===== src/rtl/fpu_seq_pkg.sv =====
// rtl/fpu_seq_pkg.sv - state encoding, register map and op check for the FPU command sequencer
package fpu_seq_pkg;

   typedef enum logic [3:0] {
      S_IDLE,
      S_CLR_IRQ,
      S_WR_FRM,
      S_WR_A,
      S_WR_B,
      S_WR_C,
      S_WR_OP,
      S_CLR_OP,
      S_WAIT,
      S_RD_IRQ,
      S_RD_RES,
      S_RD_FLG,
      S_RESP
   } state_t;

   localparam logic [31:0] OFF_A      = 32'h00;
   localparam logic [31:0] OFF_B      = 32'h04;
   localparam logic [31:0] OFF_C      = 32'h08;
   localparam logic [31:0] OFF_RESULT = 32'h0C;
   localparam logic [31:0] OFF_OPCOMP = 32'h10;
   localparam logic [31:0] OFF_INTR   = 32'h14;
   localparam logic [31:0] OFF_OP     = 32'h1C;
   localparam logic [31:0] OFF_FFLAGS = 32'h20;
   localparam logic [31:0] OFF_FRM    = 32'h24;
   localparam logic [31:0] OFF_FCSR   = 32'h28;

   localparam logic [12:0] OP_LEGAL_MASK = 13'h1FFC;

   // An op is legal only when exactly one bit is set and that bit lies inside the mask.
   function automatic logic op_is_legal(input logic [12:0] op);
      return ((op & ~OP_LEGAL_MASK) == 13'd0) && $onehot(op);
   endfunction

endpackage


===== src/rtl/fpu_cmd_sequencer.sv =====
// rtl/fpu_cmd_sequencer.sv - runs one FPU register transaction per accepted job and returns result/flags
module fpu_cmd_sequencer
   import fpu_seq_pkg::*;
#(
   parameter logic [31:0] BASE_ADDR      = 32'h3000_0000,
   parameter int          TIMEOUT_CYCLES = 1024,
   parameter int          CNT_W          = 16
) (
   input  logic        clk,
   input  logic        rst_l,
   input  logic        cmd_valid,
   output logic        cmd_ready,
   input  logic [31:0] cmd_opa,
   input  logic [31:0] cmd_opb,
   input  logic [31:0] cmd_opc,
   input  logic [12:0] cmd_op,
   input  logic [2:0]  cmd_frm,
   output logic        rsp_valid,
   input  logic        rsp_ready,
   output logic [31:0] rsp_result,
   output logic [4:0]  rsp_fflags,
   output logic        rsp_timeout,
   output logic        rsp_error,
   output logic [31:0] addr,
   output logic        wren,
   output logic [31:0] wrdata,
   input  logic [31:0] rddata,
   input  logic        inter_gen,
   output logic        busy
);

   state_t           state_q;
   state_t           state_d;
   logic [CNT_W-1:0] wait_cnt;
   logic [31:0]      opa_q;
   logic [31:0]      opb_q;
   logic [31:0]      opc_q;
   logic [12:0]      op_q;
   logic [2:0]       frm_q;
   logic             accept;
   logic             wait_expired;
   logic [31:0]      addr_d;
   logic             wren_d;
   logic [31:0]      wrdata_d;

   assign accept       = cmd_valid && (state_q == S_IDLE);
   assign wait_expired = (wait_cnt == CNT_W'(TIMEOUT_CYCLES - 1));
   assign cmd_ready    = (state_q == S_IDLE);
   assign busy         = (state_q != S_IDLE);
   assign rsp_valid    = (state_q == S_RESP);

   // State register.
   always_ff @(posedge clk or negedge rst_l) begin
      if (!rst_l) begin
         state_q <= S_IDLE;
      end else begin
         state_q <= state_d;
      end
   end

   // Next-state logic: fixed register sequence, with WAIT exiting on interrupt or timeout.
   always_comb begin
      state_d = state_q;
      case (state_q)
         S_IDLE:    if (accept) state_d = op_is_legal(cmd_op) ? S_CLR_IRQ : S_RESP;
         S_CLR_IRQ: state_d = S_WR_FRM;
         S_WR_FRM:  state_d = S_WR_A;
         S_WR_A:    state_d = S_WR_B;
         S_WR_B:    state_d = S_WR_C;
         S_WR_C:    state_d = S_WR_OP;
         S_WR_OP:   state_d = S_CLR_OP;
         S_CLR_OP:  state_d = S_WAIT;
         S_WAIT: begin
            if (inter_gen) begin
               state_d = S_RD_IRQ;
            end else if (wait_expired) begin
               state_d = S_RESP;
            end
         end
         S_RD_IRQ:  state_d = S_RD_RES;
         S_RD_RES:  state_d = S_RD_FLG;
         S_RD_FLG:  state_d = S_RESP;
         S_RESP:    if (rsp_ready) state_d = S_IDLE;
         default:   state_d = S_IDLE;
      endcase
   end

   // Bus access for the state being entered, so the registered bus lines up with the state.
   always_comb begin
      addr_d   = 32'd0;
      wren_d   = 1'b0;
      wrdata_d = 32'd0;
      case (state_d)
         S_CLR_IRQ, S_RD_IRQ: addr_d = BASE_ADDR + OFF_INTR;
         S_WR_FRM: begin
            addr_d   = BASE_ADDR + OFF_FRM;
            wren_d   = 1'b1;
            wrdata_d = {29'd0, frm_q};
         end
         S_WR_A: begin
            addr_d   = BASE_ADDR + OFF_A;
            wren_d   = 1'b1;
            wrdata_d = opa_q;
         end
         S_WR_B: begin
            addr_d   = BASE_ADDR + OFF_B;
            wren_d   = 1'b1;
            wrdata_d = opb_q;
         end
         S_WR_C: begin
            addr_d   = BASE_ADDR + OFF_C;
            wren_d   = 1'b1;
            wrdata_d = opc_q;
         end
         S_WR_OP: begin
            addr_d   = BASE_ADDR + OFF_OP;
            wren_d   = 1'b1;
            wrdata_d = {19'd0, op_q};
         end
         S_CLR_OP: begin
            addr_d   = BASE_ADDR + OFF_OP;
            wren_d   = 1'b1;
         end
         S_RD_RES:  addr_d = BASE_ADDR + OFF_RESULT;
         S_RD_FLG:  addr_d = BASE_ADDR + OFF_FFLAGS;
         default: begin
            addr_d   = 32'd0;
            wren_d   = 1'b0;
            wrdata_d = 32'd0;
         end
      endcase
   end

   // Registered bus outputs; idle value is addr=0 which lies outside the register map.
   always_ff @(posedge clk or negedge rst_l) begin
      if (!rst_l) begin
         addr   <= 32'd0;
         wren   <= 1'b0;
         wrdata <= 32'd0;
      end else begin
         addr   <= addr_d;
         wren   <= wren_d;
         wrdata <= wrdata_d;
      end
   end

   // WAIT cycle counter, held at zero outside WAIT so every entry starts fresh.
   always_ff @(posedge clk or negedge rst_l) begin
      if (!rst_l) begin
         wait_cnt <= '0;
      end else if (state_q == S_WAIT) begin
         wait_cnt <= wait_cnt + 1'b1;
      end else begin
         wait_cnt <= '0;
      end
   end

   // Job latch on acceptance and response capture from the read-back cycles.
   always_ff @(posedge clk or negedge rst_l) begin
      if (!rst_l) begin
         opa_q       <= 32'd0;
         opb_q       <= 32'd0;
         opc_q       <= 32'd0;
         op_q        <= 13'd0;
         frm_q       <= 3'd0;
         rsp_result  <= 32'd0;
         rsp_fflags  <= 5'd0;
         rsp_timeout <= 1'b0;
         rsp_error   <= 1'b0;
      end else begin
         if (accept) begin
            opa_q       <= cmd_opa;
            opb_q       <= cmd_opb;
            opc_q       <= cmd_opc;
            op_q        <= cmd_op;
            frm_q       <= cmd_frm;
            rsp_result  <= 32'd0;
            rsp_fflags  <= 5'd0;
            rsp_timeout <= 1'b0;
            rsp_error   <= !op_is_legal(cmd_op);
         end
         if (state_q == S_RD_RES) begin
            rsp_result <= rddata;
         end
         if (state_q == S_RD_FLG) begin
            rsp_fflags <= rddata[4:0];
         end
         if ((state_q == S_WAIT) && !inter_gen && wait_expired) begin
            rsp_timeout <= 1'b1;
         end
      end
   end

endmodule

===== config.mk =====
export PLATFORM = sky130hd
export DESIGN_NAME = fpu_cmd_sequencer
export DESIGN_NICKNAME = d
export VERILOG_FILES = /design/src/rtl/fpu_seq_pkg.sv /design/src/rtl/fpu_cmd_sequencer.sv
export SDC_FILE = /design/constraint.sdc
export NUM_CORES = 1
export LEC_CHECK = 0
export CORE_MARGIN = 8
export CORE_UTILIZATION = 30
export DETAILED_ROUTE_END_ITERATION = 10
export SYNTH_ARGS = -nofsm -noshare
export SYNTH_HDL_FRONTEND = slang
export SYNTH_SLANG_ARGS = --single-unit

===== constraint.sdc =====
create_clock -name clk -period 1.85 [get_ports clk]
set_input_delay 0.2775 -clock clk [delete_from_list [all_inputs] [get_ports clk]]
set_output_delay 0.2775 -clock clk [all_outputs]
set_load 0.05 [all_outputs]

Word level (Yosys, flattened, before mapping)
Cells that the tools add are included.
W data, S select, Z words.
{"block": "totals", "romBits": 0, "out_inout_bits": 107, "mem_count": 0, "word_cells": 82, "in_bits": 149, "ram_bits": 0, "latch_bits": 0, "reg_bits": 236}
{"block": "classes", "div": 0, "mul": 0, "shifts": 0, "n_lt_le_gt_ge": 0, "mux": 16, "n_reduce_logical": 15, "addsub": 13, "eq_ne": 24, "bitwise_logic": 0}
{"operator": "$pmux W30 S8", "n": 1}
{"operator": "$pmux W32 S5", "n": 1}
{"operator": "$mux W32", "n": 2}
{"operator": "$pmux W4 S13", "n": 1}
{"operator": "$eq A4 B3 Y1 const B", "n": 8}
{"operator": "$eq A4 B4 Y1 const B", "n": 8}
{"operator": "$mux W4", "n": 5}
{"operator": "$add A16 B1 Y16 const B", "n": 1}
{"operator": "$eq A16 B10 Y1 const B", "n": 1}
{"operator": "$eq A4 B2 Y1 const B", "n": 4}
{"operator": "$mux W16", "n": 1}
{"operator": "$logic_not A13 Y1", "n": 1}
{"operator": "$add A1 B1 Y2", "n": 6}
{"operator": "$eq A4 B1 Y1 const B", "n": 3}
{"operator": "$mux W5", "n": 2}
{"operator": "$add A2 B2 Y3", "n": 3}
{"operator": "$reduce_bool A2 Y1", "n": 3}
{"operator": "$reduce_or A6 Y1", "n": 1}
{"operator": "$add A3 B1 Y4", "n": 1}
{"operator": "$add A3 B3 Y4", "n": 1}
{"operator": "$add A4 B4 Y4", "n": 1}
{"operator": "$logic_and A1 B1 Y1", "n": 4}
{"operator": "$logic_not A4 Y1", "n": 1}
{"operator": "$reduce_bool A4 Y1", "n": 1}
{"operator": "other kinds (3)", "n": 7}

Longest topological paths before layout
{"block": "depth", "depth_word": 12, "depth_mapped": 13, "depth_no_buf": 13}

Worst setup path after synthesis
No wires, ideal clock.
{"block": "synth_path", "kind": "input to register", "start": "input cmd_op[0]", "end": "register addr[28]", "path_stages": 13, "t_required_ns": 1.725, "setup_slack_ns": -2.158, "arrival_time_ns": 3.883, "n_path_buf": 0, "setup_ns": 0.125, "path_cell_list": "fa_1 -> fa_1 -> inv_1 -> fa_1 -> fa_1 -> inv_1 -> fa_1 -> inv_1 -> fa_1 -> nand4b_1 -> a211oi_2 -> a221o_1 -> mux2_4"}
{"block": "synth_via", "elab_chain_len": 12, "word_cells_on_any_way": 23, "classes_between": "add/sub (4); eq/ne (11); mux (4); reduce/logical (4)"}
{"element": "start, declared", "line": "fpu_cmd_sequencer.sv:16", "text": "input logic [12:0] cmd_op,"}
{"element": "$add A1 B1 Y2 (not written as such)", "line": "fpu_seq_pkg.sv:35", "text": "return ((op & ~OP_LEGAL_MASK) == 13'd0) && $onehot(op);"}
{"element": "$add A2 B2 Y3 (not written as such)", "line": "fpu_seq_pkg.sv:35"}
{"element": "$add A3 B3 Y4 (not written as such)", "line": "fpu_seq_pkg.sv:35"}
{"element": "$add A4 B4 Y4 (not written as such)", "line": "fpu_seq_pkg.sv:35"}
{"element": "$eq A4 B1 Y1", "line": "fpu_seq_pkg.sv:35"}
{"element": "$logic_and A1 B1 Y1 (*)", "line": "fpu_seq_pkg.sv:35"}
{"element": "$mux W4 (*) (2 in series)", "line": "fpu_cmd_sequencer.sv:65", "text": "S_IDLE: if (accept) state_d = op_is_legal(cmd_op) ? S_CLR_IRQ : S_RESP;"}
{"element": "$pmux W4 S13 (*)", "line": "fpu_cmd_sequencer.sv:64", "text": "case (state_q)"}
{"element": "$eq A4 B3 Y1, or another cell as far along", "line": "fpu_cmd_sequencer.sv:93", "text": "case (state_d)"}
{"element": "$reduce_or A2 Y1, on equally long branches"}
{"element": "$pmux W30 S8 (*)", "line": "fpu_cmd_sequencer.sv:93"}
{"element": "via addr_d[28]", "line": "fpu_cmd_sequencer.sv:42", "text": "logic [31:0] addr_d;"}
{"element": "end signal, assigned", "line": "fpu_cmd_sequencer.sv:141", "text": "addr <= addr_d;"}
{"element": "end, declared", "line": "fpu_cmd_sequencer.sv:24", "text": "output logic [31:0] addr,"}
The timed path passes the listed nets; every way through them passes the cells marked *.
A chain may end at the register's enable or synchronous reset.

Final worst setup path
{"block": "layout_path", "start": "input cmd_op[7]", "end": "register addr[4]"}
{"block": "layout_via", "elab_chain_len": 12, "word_cells_on_any_way": 22, "classes_between": "add/sub (4); eq/ne (11); mux (4); reduce/logical (3)"}
{"element": "$add A1 B1 Y2 (not written as such) (*)", "line": "fpu_seq_pkg.sv:35"}
{"element": "$add A2 B2 Y3 (not written as such) (*)", "line": "fpu_seq_pkg.sv:35"}
{"element": "$add A3 B3 Y4 (not written as such) (*)", "line": "fpu_seq_pkg.sv:35"}
{"element": "$add A4 B4 Y4 (not written as such) (*)", "line": "fpu_seq_pkg.sv:35"}
{"element": "$eq A4 B1 Y1 (*)", "line": "fpu_seq_pkg.sv:35"}
{"element": "$logic_and A1 B1 Y1 (*)", "line": "fpu_seq_pkg.sv:35"}
{"element": "$mux W4 (*) (2 in series)", "line": "fpu_cmd_sequencer.sv:65"}
{"element": "$pmux W4 S13 (*)", "line": "fpu_cmd_sequencer.sv:64"}
{"element": "$eq A4 B3 Y1, or another cell as far along", "line": "fpu_cmd_sequencer.sv:93"}
{"element": "$reduce_or A2 Y1, on equally long branches"}
{"element": "$pmux W30 S8 (*)", "line": "fpu_cmd_sequencer.sv:93"}
{"element": "via addr_d[4]", "line": "fpu_cmd_sequencer.sv:42"}
Marked as above.

==> impl_summary.md <==
Logic synthesis
The count of distinct cell types in the synthesized netlist is 58. The average instance in the mapped netlist occupies 9.42 µm². The mux cell area share after synthesis is 0.649%. The number of synthesized flops with an enable pin is 0.

The mapped netlist covers 9060 µm². Synthesis handed over a netlist of 961 instances. The prevailing post-synth register cell is dfrtp_1. The synthesized design contains 209 register bits.

The parity-gate share of the synthesized area counting xor and xnor cells is 0.870%. After synthesis, the largest family of logic cells by area is simple AND/OR/NAND/NOR gates. The Yosys step of the flow raised 0 warnings. Of the total synthesized cell area, the portion taken by full adders, half adders and majority gates is 2.57%.

The fraction of the yosys area taken by sequential cells is 57.8%. Summing the areas of all compound-gate instances in the mapped netlist gives 7.18% of the synthesized area. The simple-gate share of the synthesized area is 23.6%.

The share of flip-flops with an asynchronous set or reset after synthesis is 100%.

STA
Across all hold checks on the routed design, the worst slack comes to 66.3 ps. The number of hold violations in the final report is 0. The slack of the critical path is -1880 ps. After layout, the minimum clock period comes to 3730 ps. Setup repair after global routing could not meet its margin everywhere. The final-report max-slew violation count is 0. The worst-case clock skew is 8.80 ps. After layout, the worst path uses 201% of the clock period. The achievable frequency is 268 MHz.

Setup violations remaining at the end of the flow were counted as 8. Headroom to the max-slew limit came out at 64.0%. The actual transition at the worst max-transition pin is 540 ps.

Critical path
Data on the critical path is required at its endpoint by 2250 ps. The start-to-end type of the worst setup path is input port to flop. The worst-path maximum fanout is 5. The startpoint type of the worst setup path is an input port.

For the worst setup path, the data arrival time is 4130 ps. STA classifies the critical path endpoint as a flop.

Routing
The initial detailed-routing violation count is 540. The total number of vias is 7293. The first-pass iteration count of the detailed router is 5. Dividing the detail-routed via count by the number of cells gives 4.51.

The number of routed nets with antenna violations is 0. The detailed-route DRC error count is 0. The post-detailed-route wirelength per cell is 16.6 µm. The final layout contains routed wiring with a total length of 26800 µm.

GRT
The via count of the first global-routing pass was 7748. The residual overflow from global routing is 0. Global routing used 14.7% of the available tracks. The initial antenna violation count is 0.

The first global-routing pass estimated 43100 µm of wire. The largest net degree at the start of global routing is 62.

Finish
Fill cells in the final layout number 2927. The combined flip-flop and latch cell area is 5230 µm². The number of diodes added for antenna fixing is 0.

The fraction of final layout cells with drive strength greater than 1 is 13.2%. The multi-input combinational cells in the finished layout cover a total of 3330 µm². The signed area change from the synthesized netlist to the final layout is 40.4%.

At the end of the flow, the number of nets in the layout was 1373. The library cells used most frequently in the layout, excluding fill and tap cells, are 416 x nand2_1, 207 x dfrtp_1, 141 x clkdlybuf4s50_1. The final standard cell utilization of the core is 42.8%. Leaving out fill and tap cells, the most frequent cell in the layout is nand2_1. The non-filler instance count after layout is 1617.

Die
In this run the horizontal extent of the chip is 190 µm. The core outline area is 29700 µm². The boundary pin count is 256. The standard-cell row count is 63.

The initial standard-cell utilization of the core is 30.5%. The area of the die is 36000 µm². The die is 190 µm tall.

Power and ir drop
Sequential cells burn 34.4% of the power. The maximum ir drop on the vdd rail is 1.02 mV. After layout, the design draws a total of 0.0218 W. Net switching is 42.9% of the power.

The clock network is responsible for 21.5% of the overall power. Internal power comes to 0.0124 W. The combinational cell fraction of total power is 44.1%. For this design the static power due to leakage is 6.62 nW. The power density over cell area is 1710 nW/µm². Summed over all nets, the switching power comes to 0.00934 W.

CTS
TritonCTS built the clock tree. The number of buffers added by the clock tree synthesis step is 24. CTS saw 209 sinks. The clock latency reported for the late side of the worst-skew pair is 510 ps. The number of buffers on the longest clock path is 3. The library cell used as clock root buffer is clkbuf_16.

In this run the number of H-tree levels came out at 1. The clock-pin slew of the registers on the worst-case setup and hold paths is 60 ps.

Placement
Input and output buffers added on the ports amount to 229. The total instance count after detailed placement is 1573. Detailed placement ended at an HPWL of 19100 µm. The final RePlAce weighted congestion is 0.751.

Status
The run finished, with violations left. The final reports fail on setup timing.

Min path
The kind of path behind the tightest hold check is input port to flop.

Run
The max-capacitance violation count is 0.
## cell usage after synthesis, types with 5 or more instances
cell / number / area share, %
nand4_1: 5 / 0.35
clkbuf_1: 9 / 0.37
buf_4: 30 / 2.5
fa_1: 8 / 1.8
a222oi_1: 19 / 2.1
a22oi_1: 27 / 2.2
a21oi_1: 10 / 0.55
xor2_1: 6 / 0.58
inv_1: 40 / 1.7
or3_1: 6 / 0.41
o21ai_0: 12 / 0.66
buf_2: 34 / 1.9
nand3_1: 41 / 2.3
nor2_1: 18 / 0.75
ha_1: 5 / 0.69
buf_6: 5 / 0.62
dfrtp_1: 209 / 58
nand2_1: 418 / 17
## routing by layer
metal / vias to the layer above / global-route usage [%] / part of all wire [%] / wire (µm)
li1: 3549 / - / - / -
met1: 3527 / 19.4 / 45 / 12200
met2: 188 / 24.7 / 48 / 12800
met3: 29 / 2.82 / 5.1 / 1360
met4: 0 / 3.22 / 1.9 / 497
met5: - / 0 / 0 / 0
## cell families after synthesis
logic type,count (synthesis)
buf+inv,122
simple gates,516
fa+ha+maj,14
compound gates,85
flops,209
xor+xnor,9
other cells,1
mux,5
## repair_timing
action,CTS,global route
setup buffers,2,0
pin swaps,13,10
endpoints found under the setup margin,64,12
hold buffers,1,0
resized for setup,92,6
endpoints found under the hold margin,50,0
## critical path: stages
cell      delay (ps)
buf_8            100
fa_1             490
fa_1             510
inv_1             50
fa_1             500
fa_1             420
inv_2             70
fa_2             200
inv_2             40
fa_2             510
nand4b_1         140
a211oi_4         400
a22oi_2          160
o31ai_1          250
## state kept, by name, indices dropped and copies added, names as in the netlist
| register | cells |
|---|---|
| opa_q | 32 |
| opb_q | 32 |
| opc_q | 32 |
| rsp_result | 32 |
| wrdata | 32 |
| wait_cnt | 16 |
| op_q | 13 |
| addr | 5 |
| rsp_fflags | 5 |
| state_q | 4 |
| frm_q | 3 |
| rsp_error | 1 |
| rsp_timeout | 1 |
| wren | 1 |
## layout make-up
class	count	share of cell area (%)
inverters	41	1.26
flip-flops and latches	209	41.1
clock buffers	33	5.55
clock inverters	9	0.571
repair buffers	280	21.4
multi-input cells	655	26.2
well taps	390	3.84
## metrics by stage
step           TNS, ps  setup WS [ps]  area, µm²
6_report        -14300          -1880      12700
5_1_grt         -15150          -2000      12700
4_1_cts         -14480          -1920      12700
3_5_place_dp    -21950          -2870      12000
3_3_place_gp    -21360          -2780      12000
2_1_floorplan   -15900          -2100       9160
## power groups by stage
stage | logic, W | clock network, W | registers (W)
2_1_floorplan | 0.00381 | 0 | 0.0100
3_3_place_gp | 0.00987 | 0 | 0.00751
3_5_place_dp | 0.00998 | 0 | 0.00757
6_report | 0.00961 | 0.00468 | 0.00749
4_1_cts | 0.00971 | 0.00483 | 0.00749
5_1_grt | 0.0104 | 0.00501 | 0.00771
## final timing paths
check | start | endpoint | slack (ps) | cells after the start
max | cmd_op[7] | addr[4] | -1880 | 14
min | cmd_op[7] | op_q[7] | 70 | 4
max reg2reg | state_q[0] | wrdata[1] | 130 | 5
min reg2reg | opc_q[0] | opc_q[0] | 470 | 2
max in group asynchronous | rst_l | wrdata[8] | 900 | 3
min in group asynchronous | rst_l | wrdata[17] | 310 | 2
Note: power is estimated with default switching activity, not from simulation.
